--- src/rtl/gcd_operand_sequencer.sv ---
// Operand-pair FIFO feeding the GCD core's serial load protocol (start, A, B), result on valid/ready.
// Dispatch LOAD_A one edge after a pair lands in IDLE; zero operands bypass the core; dispatch stalls while the result is unconsumed.

module gcd_seq_fifo #(
  parameter int DW    = 32,
  parameter int DEPTH = 4
) (
  input  logic          clk,
  input  logic          rst_n,
  input  logic          push_vld,
  input  logic [DW-1:0] push_dat,
  input  logic          pop_vld,
  output logic [DW-1:0] head_dat,
  output logic          empty,
  output logic          full
);
  localparam int AW = (DEPTH > 1) ? $clog2(DEPTH) : 1;
  localparam int CW = AW + 1;

  logic [DW-1:0] mem [DEPTH];
  logic [AW-1:0] wr_ptr;
  logic [AW-1:0] rd_ptr;
  logic [CW-1:0] count;
  logic          push_ok;
  logic          pop_ok;

  assign empty    = (count == '0);
  assign full     = (count == CW'(DEPTH));
  assign pop_ok   = pop_vld && !empty;
  // A push into a full FIFO is only safe when the head leaves in the same cycle.
  assign push_ok  = push_vld && (!full || pop_ok);
  assign head_dat = mem[rd_ptr];

  always_ff @(posedge clk or negedge rst_n) begin
    if (!rst_n) begin
      wr_ptr <= '0;
      rd_ptr <= '0;
      count  <= '0;
    end else begin
      if (push_ok) wr_ptr <= wr_ptr + 1'b1;
      if (pop_ok)  rd_ptr <= rd_ptr + 1'b1;
      case ({push_ok, pop_ok})
        2'b10:   count <= count + 1'b1;
        2'b01:   count <= count - 1'b1;
        default: count <= count;
      endcase
    end
  end

  always_ff @(posedge clk) begin
    if (push_ok) mem[wr_ptr] <= push_dat;
  end
endmodule

module gcd_operand_sequencer #(
  parameter int WIDTH   = 16,
  parameter int DEPTH   = 4,
  parameter int TIMEOUT = 1023
) (
  input  logic             clk,
  input  logic             rst_n,
  input  logic             in_valid,
  output logic             in_ready,
  input  logic [WIDTH-1:0] in_a,
  input  logic [WIDTH-1:0] in_b,
  output logic             gcd_start,
  output logic [WIDTH-1:0] gcd_data,
  input  logic             gcd_done,
  input  logic [WIDTH-1:0] gcd_result,
  output logic             out_valid,
  input  logic             out_ready,
  output logic [WIDTH-1:0] out_gcd,
  output logic             out_err,
  output logic             busy
);
  typedef struct packed {
    logic [WIDTH-1:0] a;
    logic [WIDTH-1:0] b;
  } pair_t;

  localparam logic [2:0] S_IDLE   = 3'd0;
  localparam logic [2:0] S_LOAD_A = 3'd1;
  localparam logic [2:0] S_LOAD_B = 3'd2;
  localparam logic [2:0] S_WAIT   = 3'd3;
  localparam logic [2:0] S_DRAIN  = 3'd4;

  localparam int             WDW     = (TIMEOUT > 1) ? $clog2(TIMEOUT + 1) : 1;
  localparam logic [WDW-1:0] WD_LAST = WDW'(TIMEOUT - 1);

  logic [2:0]       state;
  logic [WDW-1:0]   wd;
  logic [WIDTH-1:0] op_a;
  logic [WIDTH-1:0] op_b;

  pair_t in_pair;
  pair_t head;
  logic  fifo_empty;
  logic  fifo_full;
  logic  push_vld;
  logic  out_free;
  logic  head_zero;
  logic  take;
  logic  done_hit;
  logic  timeout_hit;

  assign in_pair   = '{a: in_a, b: in_b};
  assign in_ready  = rst_n && !fifo_full;
  assign push_vld  = in_valid && in_ready;
  assign out_free  = !out_valid || out_ready;
  assign head_zero = (head.a == '0) || (head.b == '0);
  assign take      = (state == S_IDLE) && !fifo_empty && out_free;

  assign done_hit    = (state == S_WAIT) && gcd_done;
  assign timeout_hit = (state == S_WAIT) && !gcd_done && (wd == WD_LAST);

  gcd_seq_fifo #(
    .DW    ($bits(pair_t)),
    .DEPTH (DEPTH)
  ) u_fifo (
    .clk      (clk),
    .rst_n    (rst_n),
    .push_vld (push_vld),
    .push_dat (in_pair),
    .pop_vld  (take),
    .head_dat (head),
    .empty    (fifo_empty),
    .full     (fifo_full)
  );

  always_ff @(posedge clk or negedge rst_n) begin
    if (!rst_n) begin
      state <= S_IDLE;
      wd    <= '0;
      op_a  <= '0;
      op_b  <= '0;
    end else begin
      case (state)
        S_IDLE: begin
          if (take && !head_zero) begin
            op_a  <= head.a;
            op_b  <= head.b;
            state <= S_LOAD_A;
          end
        end
        S_LOAD_A: state <= S_LOAD_B;
        S_LOAD_B: begin
          wd    <= '0;
          state <= S_WAIT;
        end
        S_WAIT: begin
          if (gcd_done || (wd == WD_LAST)) state <= S_DRAIN;
          else                             wd    <= wd + 1'b1;
        end
        // One cycle with start low lets the core fall back to its idle state.
        S_DRAIN: state <= S_IDLE;
        default: state <= S_IDLE;
      endcase
    end
  end

  always_ff @(posedge clk or negedge rst_n) begin
    if (!rst_n) begin
      out_valid <= 1'b0;
      out_gcd   <= '0;
      out_err   <= 1'b0;
    end else if (take && head_zero) begin
      out_valid <= 1'b1;
      out_gcd   <= head.a | head.b;
      out_err   <= 1'b0;
    end else if (done_hit) begin
      out_valid <= 1'b1;
      out_gcd   <= gcd_result;
      out_err   <= 1'b0;
    end else if (timeout_hit) begin
      out_valid <= 1'b1;
      out_gcd   <= '0;
      out_err   <= 1'b1;
    end else if (out_valid && out_ready) begin
      out_valid <= 1'b0;
    end
  end

  assign gcd_start = (state == S_LOAD_A) || (state == S_LOAD_B) || (state == S_WAIT);
  assign busy      = (state != S_IDLE) || !fifo_empty;

  always_comb begin
    gcd_data = '0;
    case (state)
      S_LOAD_A:        gcd_data = op_a;
      S_LOAD_B, S_WAIT: gcd_data = op_b;
      default:         gcd_data = '0;
    endcase
  end
endmodule

--- config.mk ---
export PLATFORM = sky130hd
export DESIGN_NAME = gcd_operand_sequencer
export DESIGN_NICKNAME = d
export VERILOG_FILES = /design/src/rtl/gcd_operand_sequencer.sv
export SDC_FILE = /design/constraint.sdc
export NUM_CORES = 1
export LEC_CHECK = 0
export ABC_AREA = 1
export CORE_MARGIN = 5
export CORE_UTILIZATION = 61
export CTS_BUF_LIST = sky130_fd_sc_hd__clkbuf_4 sky130_fd_sc_hd__clkbuf_8 sky130_fd_sc_hd__clkbuf_16
export DETAILED_ROUTE_END_ITERATION = 10
export PLACE_DENSITY = 0.82
export SETUP_SLACK_MARGIN = 0.2
export SLEW_MARGIN = 10
export SYNTH_ARGS = -nofsm -noshare
export SYNTH_HDL_FRONTEND = slang
export SYNTH_HIERARCHICAL = 1
export SYNTH_SLANG_ARGS = --single-unit
--- constraint.sdc ---
create_clock -name clk -period 5.1 [get_ports clk]
set_clock_uncertainty 0.2 [all_clocks]
set_input_delay 1.02 -clock clk [delete_from_list [all_inputs] [get_ports clk]]
set_output_delay 1.02 -clock clk [all_outputs]
set_load 0.05 [all_outputs]
==> impl_metrics.json, run 1 <==
{
  "gp_congestion": 0.8823,
  "drtAntennaViolNets": 0,
  "die_y_um": 128.5,
  "worst_ir_drop_vdd_mv": 0.5335,
  "grt_start_max_net_pins": 71,
  "finalCriticalPeriod_ps": 4151,
  "max_slew.worst_pin.slew_ps": 1141,
  "pwr-share-seq": 0.342,
  "io_pins": 90,
  "syn_nets": 883,
  "initial_utilization": 0.6199,
  "cts_made_buffers": 17,
  "register_area_mm2": 0.005595,
  "drtPass1Iterations": 6,
  "fin_cells": 1098,
  "synth_cell_types": 32,
  "setup.worst_path.class": "flip-flop to output pin",
  "wire_length_per_cell_after_detailed_routing_um": 17.52,
  "share_of_post_route_cells_with_drive_strength_above_1": 0.07190,
  "crit_path_max_incr_delay_ps": 870,
  "cts.root.buffer_cell": "sky130_fd_sc_hd__clkbuf_16",
  "netlist_instances": 823,
  "area.growth.synth_to_final_pct": 17.99,
  "ys.flop_type": "sky130_fd_sc_hd__edfxtp_1",
  "grt_overflow_total": 0,
  "timing_max_transition_violations_final": 0,
  "numPortBuffers": 89,
  "clkSlewWorstSetupHoldPaths_ps": 60,
  "cts_tree": "built",
  "final_min_period_over_clock_period": 0.8139,
  "antenna_cells_inserted": 0,
  "post_dp_cell_area_mm2": 0.009534,
  "floorplan.die.width_um": 128.5,
  "place.detailed.hpwl_um": 12530,
  "max_freq_ghz": 0.2409,
  "avgSynthCellArea_um2": 10.41,
  "timing.hold.worst.class": "flip-flop to flip-flop",
  "worst_path_max_delay_cell": "sky130_fd_sc_hd__clkdlybuf4s50_1",
  "synth_edf_count": 128,
  "multi_input_gate_area_mm2": 0.002490,
  "design.die.area_mm2": 0.01652,
  "core_mm2": 0.01383,
  "critPathArrivalTime_ps": 2930,
  "p_per_area_mw_per_mm2": 643.1,
  "cts-hold-fix-buffers": 0,
  "antenna_violations_before_repair": 0,
  "post_cts.resized_instances": 0,
  "final_nets": 965,
  "run_status": "finished clean",
  "ys_warn_count": 6,
  "path_cells": "nor2_2, nand2_1, nand2_1, nand2_1, o21ai_0, clkdlybuf4s50_1",
  "first_global_vias": 6165,
  "nFillCells": 898,
  "crit_fanout": 16,
  "avgViaCountPerCell": 5.716,
  "global_route.usage.total": 0.2409,
  "p_clk_frac": 0.201,
  "clock_tree.htree_level_count": 4,
  "crit_path_frequent_cell": "sky130_fd_sc_hd__nand2_1",
  "power_report.internal_total_w": 0.003662,
  "max-cap-violations": 0,
  "row_count": 43,
  "endpoint_kind": "output pin",
  "timing.slew.headroom": 0.2391,
  "cts_num_sinks": 198,
  "comb_power_share": 0.458,
  "global_route_wire_length_before_repair_um": 30480,
  "async_flop_share": 0.3535,
  "post-cts-setup-buffers": 0,
  "synth.ff_latch_count": 198,
  "finish.instance_area_mm2": 0.01011,
  "worst-endpoint-required_ps": 3880,
  "postRouteWirelength_um": 19230,
  "area_of_the_mapped_netlist_mm2": 0.008571,
  "rsz_0062_raised_after_global_routing": "false",
  "clock_latency_reported_for_the_late_side_of_the_worst_skew_pair_ps": 430,
  "final-hold-violation-count": 0,
  "detailroute.via_count": 6276,
  "setup_total_negative_slack_ps": 0,
  "placedCellCount": 1066,
  "initialDrtViolationCount": 484,
  "power.static_leakage_nw": 4.077,
  "netSwitchingFraction": 0.4368,
  "drcViolationCount": 0,
  "synth-seq-area-share": 0.6528,
  "setup_crit_start_kind": "flip-flop",
  "power.net_switching_w": 0.002840,
  "report.final.setup_viol": 0,
  "cts_buffer_depth": 2
}
## per-layer routing
metal / vias up / GRT usage / wire [um]
met2: 252 / 0.4088 / 9807
li1: 2963 / - / -
met3: 52 / 0.06227 / 1298
met4: 0 / 0.1069 / 572
met1: 3009 / 0.2925 / 7553
met5: - / 0 / 0
## state kept, by name (all words and copies together), names as in the netlist, 2 cells and up
register,flops
u_fifo/count,3
u_fifo/wr_ptr,2
wd,10
state,3
u_fifo/mem,128
u_fifo/rd_ptr,2
op_b,16
out_gcd,16
op_a,16
## power groups by stage
stage          sequential, W  clock (W)  combinational, W
2_1_floorplan        0.00244          0           0.00190
3_3_place_gp         0.00224          0           0.00287
5_1_grt              0.00225    0.00139           0.00323
4_1_cts              0.00222    0.00131           0.00297
6_report             0.00222    0.00130           0.00298
3_5_place_dp         0.00225          0           0.00294
## cell usage after synthesis, drive strengths merged, types with 2 or more instances
cell | count | area (um^2)
dfrtp | 70 | 1752
nand3 | 60 | 315.3
buf | 25 | 202.7
ha | 6 | 75.07
nor2 | 137 | 526.8
a21oi | 18 | 90.09
xnor2 | 2 | 17.52
nor3 | 3 | 26.28
nand4 | 6 | 37.54
edfxtp | 128 | 3844
inv | 64 | 240.2
nand2 | 146 | 570.6
clkbuf | 14 | 52.55
xor2 | 6 | 52.55
o21ai | 101 | 520.5
o22ai | 33 | 206.5
## through the flow
step | hold WS, ps | total power, W | utilization | worst slack (ps)
detailed placement | 278.9 | 0.005189 | 0.6895 | 1448
global placement | 272.7 | 0.005107 | 0.6895 | 1486
global route | 310.2 | 0.006871 | 0.7313 | 798.2
finish | 292.9 | 0.006503 | 0.7313 | 949.2
floorplan | 259.1 | 0.004344 | - | 1233
CTS | 294.5 | 0.006499 | 0.7313 | 993.4
## critical path, delay by kind of cell (launching register included)
| family | cells | cell delay [ps] |
|---|---|---|
| and+or+nand+nor | 4 | 1070 |
| DFF | 1 | 390 |
| AOI/OAI and AO/OA | 1 | 160 |
| buffers and inverters | 1 | 870 |
## cell families after synthesis
kind of cell | Yosys count | share of synthesized area
DFF | 198 | 0.6528
xor gates and xnor gates | 8 | 0.008176
adders and majority gates | 7 | 0.01109
buffers and inverters | 103 | 0.05781
AOI/OAI and AO/OA | 152 | 0.09533
and+or+nand+nor | 355 | 0.1747
## path summary, 6_finish.rpt
kind                                         startpoint                 endpoint  slack (ps)  cells after the start
setup / recovery                   state[2]$_DFFE_PN0P_              gcd_data[6]         950                      6
hold / removal                     op_b[10]$_DFFE_PN0P_     op_b[10]$_DFFE_PN0P_         290                      2
setup reg to reg           u_fifo/rd_ptr[0]$_DFFE_PN0N_  out_gcd[13]$_DFFE_PN0P_        1420                     11
hold reg to reg                    op_b[10]$_DFFE_PN0P_     op_b[10]$_DFFE_PN0P_         290                      2
max in group asynchronous                         rst_n      op_a[4]$_DFFE_PN0P_        3520                      2
min in group asynchronous                         rst_n     op_a[14]$_DFFE_PN0P_         620                      2
## cells in the final DEF (no fill, tap or decap), types with 18 or more instances in the layout
cell                                n
sky130_fd_sc_hd__o22ai_1           33
sky130_fd_sc_hd__nand3_1           57
sky130_fd_sc_hd__inv_1             61
sky130_fd_sc_hd__o21ai_1           41
sky130_fd_sc_hd__clkdlybuf4s50_1   88
sky130_fd_sc_hd__edfxtp_1         128
sky130_fd_sc_hd__nor2_1           130
sky130_fd_sc_hd__dfrtp_1           70
sky130_fd_sc_hd__nand2_1          141
sky130_fd_sc_hd__a21oi_1           18
sky130_fd_sc_hd__o21ai_0           58
## area by class of cell
| type | count | area share |
|---|---|---|
| clock buffer | 21 | 0.04504 |
| clock inverter | 11 | 0.01213 |
| inverter | 64 | 0.02376 |
| multi-input combinational | 522 | 0.2462 |
| sequential | 198 | 0.5533 |
| tap | 180 | 0.02227 |
| timing repair buffer | 102 | 0.09725 |
Power figures use the tool's default switching activity.
==> run 2, diff against run 1 <==
--- a/config.mk
+++ b/config.mk
@@ -7,10 +7,10 @@
 export LEC_CHECK = 0
 export ABC_AREA = 1
 export CORE_MARGIN = 5
-export CORE_UTILIZATION = 61
+export CORE_UTILIZATION = 51
 export CTS_BUF_LIST = sky130_fd_sc_hd__clkbuf_4 sky130_fd_sc_hd__clkbuf_8 sky130_fd_sc_hd__clkbuf_16
 export DETAILED_ROUTE_END_ITERATION = 10
-export PLACE_DENSITY = 0.82
+export PLACE_DENSITY = 0.73
 export SETUP_SLACK_MARGIN = 0.2
 export SLEW_MARGIN = 10
 export SYNTH_ARGS = -nofsm -noshare
==> constraint.sdc (replaced) <==
create_clock -name clk -period 3.66 [get_ports clk]
set_clock_uncertainty 0.2 [all_clocks]
set_input_delay 0.732 -clock clk [delete_from_list [all_inputs] [get_ports clk]]
set_output_delay 0.732 -clock clk [all_outputs]
set_load 0.05 [all_outputs]
==> run 2 against run 1 <==
  * Combinational power up 40%
  * Final cell count increased by 4.6%
  * Sequential power increased by 41%
  * Clock-buffer cell count shrank 3
  * Total power increased by 40%
  * Non-clock buffer count is 11 higher
  * Global-route usage shrank 3.6 points
  * Sequential cell count stayed put
  * First-iteration DRC count shrank 14%
  * Setup slack worse by 500 ps
  * Via count fell by 2.3%
  * Critical path type unchanged
  * Critical endpoint is now gcd_data[13]
==> impl_metrics.json, run 2 (same netlist as run 1, synthesis figures left out) <==
{
  "cts_buffer_depth": 2,
  "finalCriticalPeriod_ps": 3213,
  "place.detailed.hpwl_um": 12960,
  "final_nets": 976,
  "cts-hold-fix-buffers": 0,
  "area.growth.synth_to_final_pct": 19.36,
  "path_cells": "inv_1, nand3_1, nand2_2, nand2_1, o21ai_0, dlygate4sd2_1",
  "global_route.usage.total": 0.2053,
  "clock_tree.htree_level_count": 4,
  "clock_latency_reported_for_the_late_side_of_the_worst_skew_pair_ps": 440,
  "p_per_area_mw_per_mm2": 892.5,
  "final_min_period_over_clock_period": 0.8778,
  "first_global_vias": 5891,
  "cts.root.buffer_cell": "sky130_fd_sc_hd__clkbuf_16",
  "clkSlewWorstSetupHoldPaths_ps": 70,
  "critPathArrivalTime_ps": 2280,
  "share_of_post_route_cells_with_drive_strength_above_1": 0.09365,
  "timing.hold.ws_ps": 292.9,
  "cts_made_buffers": 17,
  "max_slew.worst_pin.slew_ps": 909.8,
  "power.static_leakage_nw": 4.178,
  "max-cap-violations": 0,
  "core_mm2": 0.01652,
  "postRouteWirelength_um": 19690,
  "largest-register": "u_fifo/mem",
  "grt_start_max_net_pins": 71,
  "endpoint_kind": "output pin",
  "timing.slew.headroom": 0.3935,
  "row_count": 47,
  "timing.hold.worst.class": "flip-flop to flip-flop",
  "largest_register_ffs": 128,
  "avgViaCountPerCell": 5.337,
  "max_freq_ghz": 0.3113,
  "p_total_w": 0.009131,
  "drtPass1Iterations": 5,
  "antenna_violations_before_repair": 0,
  "die_y_um": 139.6,
  "io_pins": 90,
  "worst_path_max_delay_cell": "sky130_fd_sc_hd__dlygate4sd2_1",
  "critical_path.n_buffers_inverters": 2,
  "drcViolationCount": 0,
  "initial_utilization": 0.5187,
  "global_route_wire_length_before_repair_um": 31060,
  "crit_fanout": 10,
  "final-hold-violation-count": 0,
  "initialDrtViolationCount": 418,
  "cts_tree": "built",
  "setup_crit_start_kind": "flip-flop",
  "worst-endpoint-required_ps": 2730,
  "crit_path_max_incr_delay_ps": 580,
  "critPathTopFamily": "buffers and inverters",
  "design.die.area_mm2": 0.01950,
  "timing_max_transition_violations_final": 0,
  "antenna_cells_inserted": 0,
  "floorplan.die.width_um": 139.6,
  "gp_congestion": 0.8444,
  "run_status": "finished clean",
  "layout_common_cells": "sky130_fd_sc_hd__nand2_1, sky130_fd_sc_hd__nor2_1, sky130_fd_sc_hd__edfxtp_1, sky130_fd_sc_hd__clkdlybuf4s50_1, sky130_fd_sc_hd__dfrtp_1",
  "numPortBuffers": 89,
  "setup.worst_path.class": "flip-flop to output pin",
  "detailroute.via_count": 6132,
  "worst_ir_drop_vdd_mv": 0.6771,
  "rsz_0062_raised_after_global_routing": "false",
  "cts_num_sinks": 198,
  "report.final.setup_viol": 0,
  "wire_length_per_cell_after_detailed_routing_um": 17.13,
  "grt_overflow_total": 0,
  "drtAntennaViolNets": 0,
  "setup_total_negative_slack_ps": 0,
  "final_common_cell": "sky130_fd_sc_hd__nand2_1"
}
## run 2: changes by cell type in the layout (fill, tap and decap cells not counted), sizes merged, moves of 3 or more
cell,previous run,this run
dlygate4sd2,0,9
clkbuf,21,18
inv,67,72
buf,14,33
clkdlybuf4s50,88,71
## run 2: per-layer routing
layer	share of wire	up-vias	GRT usage
met5	0	-	0
met4	0.020	0	0.07802
met3	0.062	25	0.03945
met2	0.49	182	0.3427
met1	0.42	2944	0.2683
li1	-	2981	-
## run 2: final timing paths
check,start,to,slack [ps],depth (start not counted)
min in group asynchronous,rst_n,u_fifo/wr_ptr[1]$_DFFE_PN0P_,310,2
max in group asynchronous,rst_n,op_b[3]$_DFFE_PN0P_,2330,2
min,op_b[0]$_DFFE_PN0P_,op_b[0]$_DFFE_PN0P_,290,2
max,state[2]$_DFFE_PN0P_,gcd_data[13],450,6
min reg2reg,op_b[0]$_DFFE_PN0P_,op_b[0]$_DFFE_PN0P_,290,2
max reg2reg,u_fifo/rd_ptr[1]$_DFFE_PN0N_,op_a[14]$_DFFE_PN0P_,480,12
## run 2: worst register-to-register path, delay by kind of cell (launching register included)
family          cells  cell delay [ps]
simple gates        6              800
flops               1              820
compound gates      3              440
buf+inv             3              810
## run 2: what timing repair did
action	in CTS	in global routing
buffers inserted	0	0
hold endpoints to repair	0	0
endpoints found under the setup margin	9	1
gates resized for setup	9	1
## run 2: metrics by stage
| step | instance area, um^2 | utilization | setup slack, ps | cells |
|---|---|---|---|---|
| final | 10230 | 0.6191 | 447.4 | 1149 |
| after global routing | 10230 | 0.6191 | 211.5 | 1149 |
| after CTS | 10230 | 0.6189 | 340.4 | 1149 |
| after detailed placement | 9662 | 0.5847 | 513.6 | 1117 |
| after global placement | 9662 | 0.5847 | 539.1 | 1117 |
| after floorplan | 8571 | - | 80.93 | 823 |
## run 2: cell type report
| type | instances | area, um^2 |
|---|---|---|
| Clock buffer | 18 | 439.2 |
| Clock inverter | 14 | 137.6 |
| Fill cell | 1300 | 6295 |
| Inverter | 64 | 240.2 |
| Multi-Input combinational cell | 522 | 2492 |
| Sequential cell | 198 | 5595 |
| Tap cell | 220 | 275.3 |
| Timing Repair Buffer | 113 | 1050 |
## run 2: power by group
group | switching, W | internal (W) | total, W
logic | 0.00295 | 0.00122 | 0.00417
registers | 0.000247 | 0.00288 | 0.00313
clock network | 0.000856 | 0.000977 | 0.00183
total | 0.00405 | 0.00508 | 0.00913
==> run 3, diff against run 2 <==
--- a/config.mk
+++ b/config.mk
@@ -6,7 +6,7 @@
 export NUM_CORES = 1
 export LEC_CHECK = 0
 export ABC_AREA = 1
-export CORE_MARGIN = 5
+export CORE_MARGIN = 2
 export CORE_UTILIZATION = 51
 export CTS_BUF_LIST = sky130_fd_sc_hd__clkbuf_4 sky130_fd_sc_hd__clkbuf_8 sky130_fd_sc_hd__clkbuf_16
 export DETAILED_ROUTE_END_ITERATION = 10
@@ -15,5 +15,4 @@
 export SLEW_MARGIN = 10
 export SYNTH_ARGS = -nofsm -noshare
 export SYNTH_HDL_FRONTEND = slang
-export SYNTH_HIERARCHICAL = 1
 export SYNTH_SLANG_ARGS = --single-unit
==> run 3 against run 2 <==
  * Final cell count decreased by 2.7%
  * Non-clock buffer count fell by 11
  * Combinational power shrank 7.7%
  * Worst hold slack about the same
  * Total power down 4.3%
  * Clock power is 3% lower
  * Fmax is 1.3% lower
  * Critical endpoint is now gcd_data[12]
==> impl_metrics.json, run 3 <==
{
  "synth_edf_count": 128,
  "share_of_post_route_cells_with_drive_strength_above_1": 0.07982,
  "run_status": "finished clean",
  "synth.ff_latch_count": 198,
  "cts-hold-fix-buffers": 0,
  "clkSlewWorstSetupHoldPaths_ps": 70,
  "grt_overflow_total": 0,
  "clock_tree.htree_level_count": 4,
  "final_common_cell": "sky130_fd_sc_hd__nand2_1",
  "fin_cells": 1118,
  "core_mm2": 0.01594,
  "finalWorstSetupSlack_ps": 404.6,
  "drtPass1Iterations": 5,
  "netlist_instances": 804,
  "placedCellCount": 1087,
  "max_slew.worst_pin.slew_ps": 1112,
  "critPathTopFamily": "simple AND/OR/NAND/NOR gates",
  "global_route_wire_length_before_repair_um": 29970,
  "initial_utilization": 0.5254,
  "numPortBuffers": 89,
  "synth-seq-area-share": 0.6680,
  "worst_ir_drop_vdd_mv": 0.4655,
  "cts_tree": "built",
  "worst_path_max_delay_cell": "sky130_fd_sc_hd__dfrtp_1",
  "cts_buffer_depth": 2,
  "setup_crit_start_kind": "flip-flop",
  "final-hold-violation-count": 0,
  "p_per_area_mw_per_mm2": 875.6,
  "row_count": 46,
  "yosysMostFrequentCell": "sky130_fd_sc_hd__nand2_1",
  "crit_fanout": 16,
  "largest_register_ffs": 128,
  "crit_path_max_incr_delay_ps": 390,
  "design.die.area_mm2": 0.01747,
  "die_y_um": 132.2,
  "multi_input_gate_area_mm2": 0.002379,
  "synth_area_leader_cell": "sky130_fd_sc_hd__edfxtp_1",
  "postRouteWirelength_um": 18660,
  "endpoint_kind": "output pin",
  "final_min_period_over_clock_period": 0.8895,
  "cts_num_sinks": 198,
  "nFillCells": 1330,
  "wire_length_per_cell_after_detailed_routing_um": 16.69,
  "area.growth.synth_to_final_pct": 19.13,
  "timing.hold.worst.class": "flip-flop to flip-flop",
  "drtAntennaViolNets": 0,
  "detailroute.via_count": 5858,
  "grt_start_max_net_pins": 71,
  "largest-register": "u_fifo.mem",
  "cts.root.buffer_cell": "sky130_fd_sc_hd__clkbuf_16",
  "async_flop_share": 0.3535,
  "synth.top_cell.area_share": 0.4588,
  "first_global_vias": 5569,
  "timing_max_transition_violations_final": 0,
  "yosys-top-cells-area": "sky130_fd_sc_hd__edfxtp_1, sky130_fd_sc_hd__dfrtp_1, sky130_fd_sc_hd__nand2_1, sky130_fd_sc_hd__nand3_1, sky130_fd_sc_hd__inv_1",
  "setup.worst_path.class": "flip-flop to output pin",
  "global_route.usage.total": 0.2250,
  "layout_common_cells": "sky130_fd_sc_hd__nand2_1, sky130_fd_sc_hd__edfxtp_1, sky130_fd_sc_hd__nand3_1, sky130_fd_sc_hd__clkdlybuf4s50_1, sky130_fd_sc_hd__dfrtp_1",
  "synth_top_cells_by_count": "sky130_fd_sc_hd__nand2_1, sky130_fd_sc_hd__edfxtp_1, sky130_fd_sc_hd__nand3_1",
  "max-cap-violations": 0,
  "rsz_0062_raised_after_global_routing": "false",
  "gp_congestion": 0.8528,
  "register_area_mm2": 0.005597,
  "syn_nets": 865,
  "reg2reg_from": "u_fifo.rd_ptr[0]$_DFFE_PN0P_",
  "io_pins": 90,
  "path_cells": "nor2_1, inv_1, nor2_1, inv_1, nand2_2, nand2_1, o21ai_0, buf_4",
  "critPathArrivalTime_ps": 2320,
  "pre_cts_setup_slack_ps": 546.0,
  "synth_cell_types": 28,
  "setup_total_negative_slack_ps": 0,
  "antenna_violations_before_repair": 0,
  "cts_made_buffers": 17,
  "antenna_cells_inserted": 0,
  "area_of_the_mapped_netlist_mm2": 0.008377,
  "clock_latency_reported_for_the_late_side_of_the_worst_skew_pair_ps": 430,
  "avgViaCountPerCell": 5.240,
  "ys.flop_type": "sky130_fd_sc_hd__edfxtp_1",
  "hold_start": "op_a[14]$_DFFE_PN0P_",
  "critical_path.n_buffers_inverters": 3,
  "post-cts-setup-buffers": 0,
  "crit_start": "state[0]$_DFFE_PN0P_",
  "max_freq_ghz": 0.3072,
  "final_nets": 951,
  "finalCriticalPeriod_ps": 3255,
  "avgSynthCellArea_um2": 10.42,
  "p_total_w": 0.008738,
  "ys_warn_count": 0,
  "report.final.setup_viol": 0,
  "r2r_setup_slack_ps": 560,
  "worst-endpoint-required_ps": 2730,
  "power.static_leakage_nw": 4.097,
  "timing.slew.headroom": 0.2578,
  "place.detailed.hpwl_um": 11840,
  "floorplan.die.width_um": 132.2,
  "initialDrtViolationCount": 530,
  "drcViolationCount": 0
}
[run 3: stage by stage]
stage / instance area (um^2) / utilization / hold slack, ps
final: 9980 / 0.6260 / 292.5
after global routing: 9980 / 0.6260 / 306.9
after CTS: 9977 / 0.6258 / 292.3
after detailed placement: 9415 / 0.5906 / 275.4
after global placement: 9415 / 0.5906 / 266.8
after floorplan: 8387 / - / 236.4
[run 3: kinds of logic (layout without fill, tap and decap cells)]
kind of cell	Yosys count	after routing	synth area share
AO/OA/AOI/OAI	68	68	0.04167
XOR/XNOR	7	7	0.007319
adder cells (fa/ha/maj)	8	8	0.01285
buffers and inverters	90	188	0.05063
flip-flops	198	198	0.6680
AND/OR/NAND/NOR	433	433	0.2196
[run 3: final cells by class]
cell class | instances | share of cell area
Clock buffer | 19 | 0.04413
Clock inverter | 12 | 0.01191
Inverter | 55 | 0.02069
Multi-Input combinational cell | 516 | 0.2383
Sequential cell | 198 | 0.5608
Tap cell | 216 | 0.02708
Timing Repair Buffer | 102 | 0.09704
[run 3: worst register-to-register path, delay by kind of cell, from the launching register on]
| family | cells | cell delay, ps |
|---|---|---|
| flip-flops | 1 | 410 |
| AND/OR/NAND/NOR | 8 | 1100 |
| buffers and inverters | 2 | 1150 |
| AO/OA/AOI/OAI | 1 | 90 |
[run 3: worst paths after layout]
path / to / cells past startpoint
max: gcd_data[12] / 8
min: op_a[14]$_DFFE_PN0P_ / 2
max reg2reg: op_a[11]$_DFFE_PN0P_ / 11
min reg2reg: op_a[14]$_DFFE_PN0P_ / 2
max in group asynchronous: u_fifo.rd_ptr[0]$_DFFE_PN0P_ / 2
min in group asynchronous: op_b[3]$_DFFE_PN0P_ / 2
[run 3: repair_timing]
| action | 4_1_cts | 5_1_grt |
|---|---|---|
| resized for setup | 1 | 1 |
| endpoints found under the hold margin | 0 | 0 |
| setup endpoints to repair | 2 | 1 |
[run 3: report_power, final]
| group | total [W] | internal (W) | leakage [nW] | switching (W) |
|---|---|---|---|---|
| Combinational | 0.00385 | 0.00109 | 1.78 | 0.00276 |
| Clock | 0.00178 | 0.000963 | 0.275 | 0.000816 |
| Sequential | 0.00311 | 0.00288 | 2.04 | 0.000227 |
[run 3: metal layers]
| metal | GRT usage | wire length [um] | vias to the layer above |
|---|---|---|---|
| li1 | - | - | 2878 |
| met1 | 0.3057 | 8012 | 2798 |
| met2 | 0.3689 | 9415 | 168 |
| met3 | 0.04806 | 992 | 14 |
| met4 | 0.06461 | 236 | 0 |
| met5 | 0 | 0 | - |
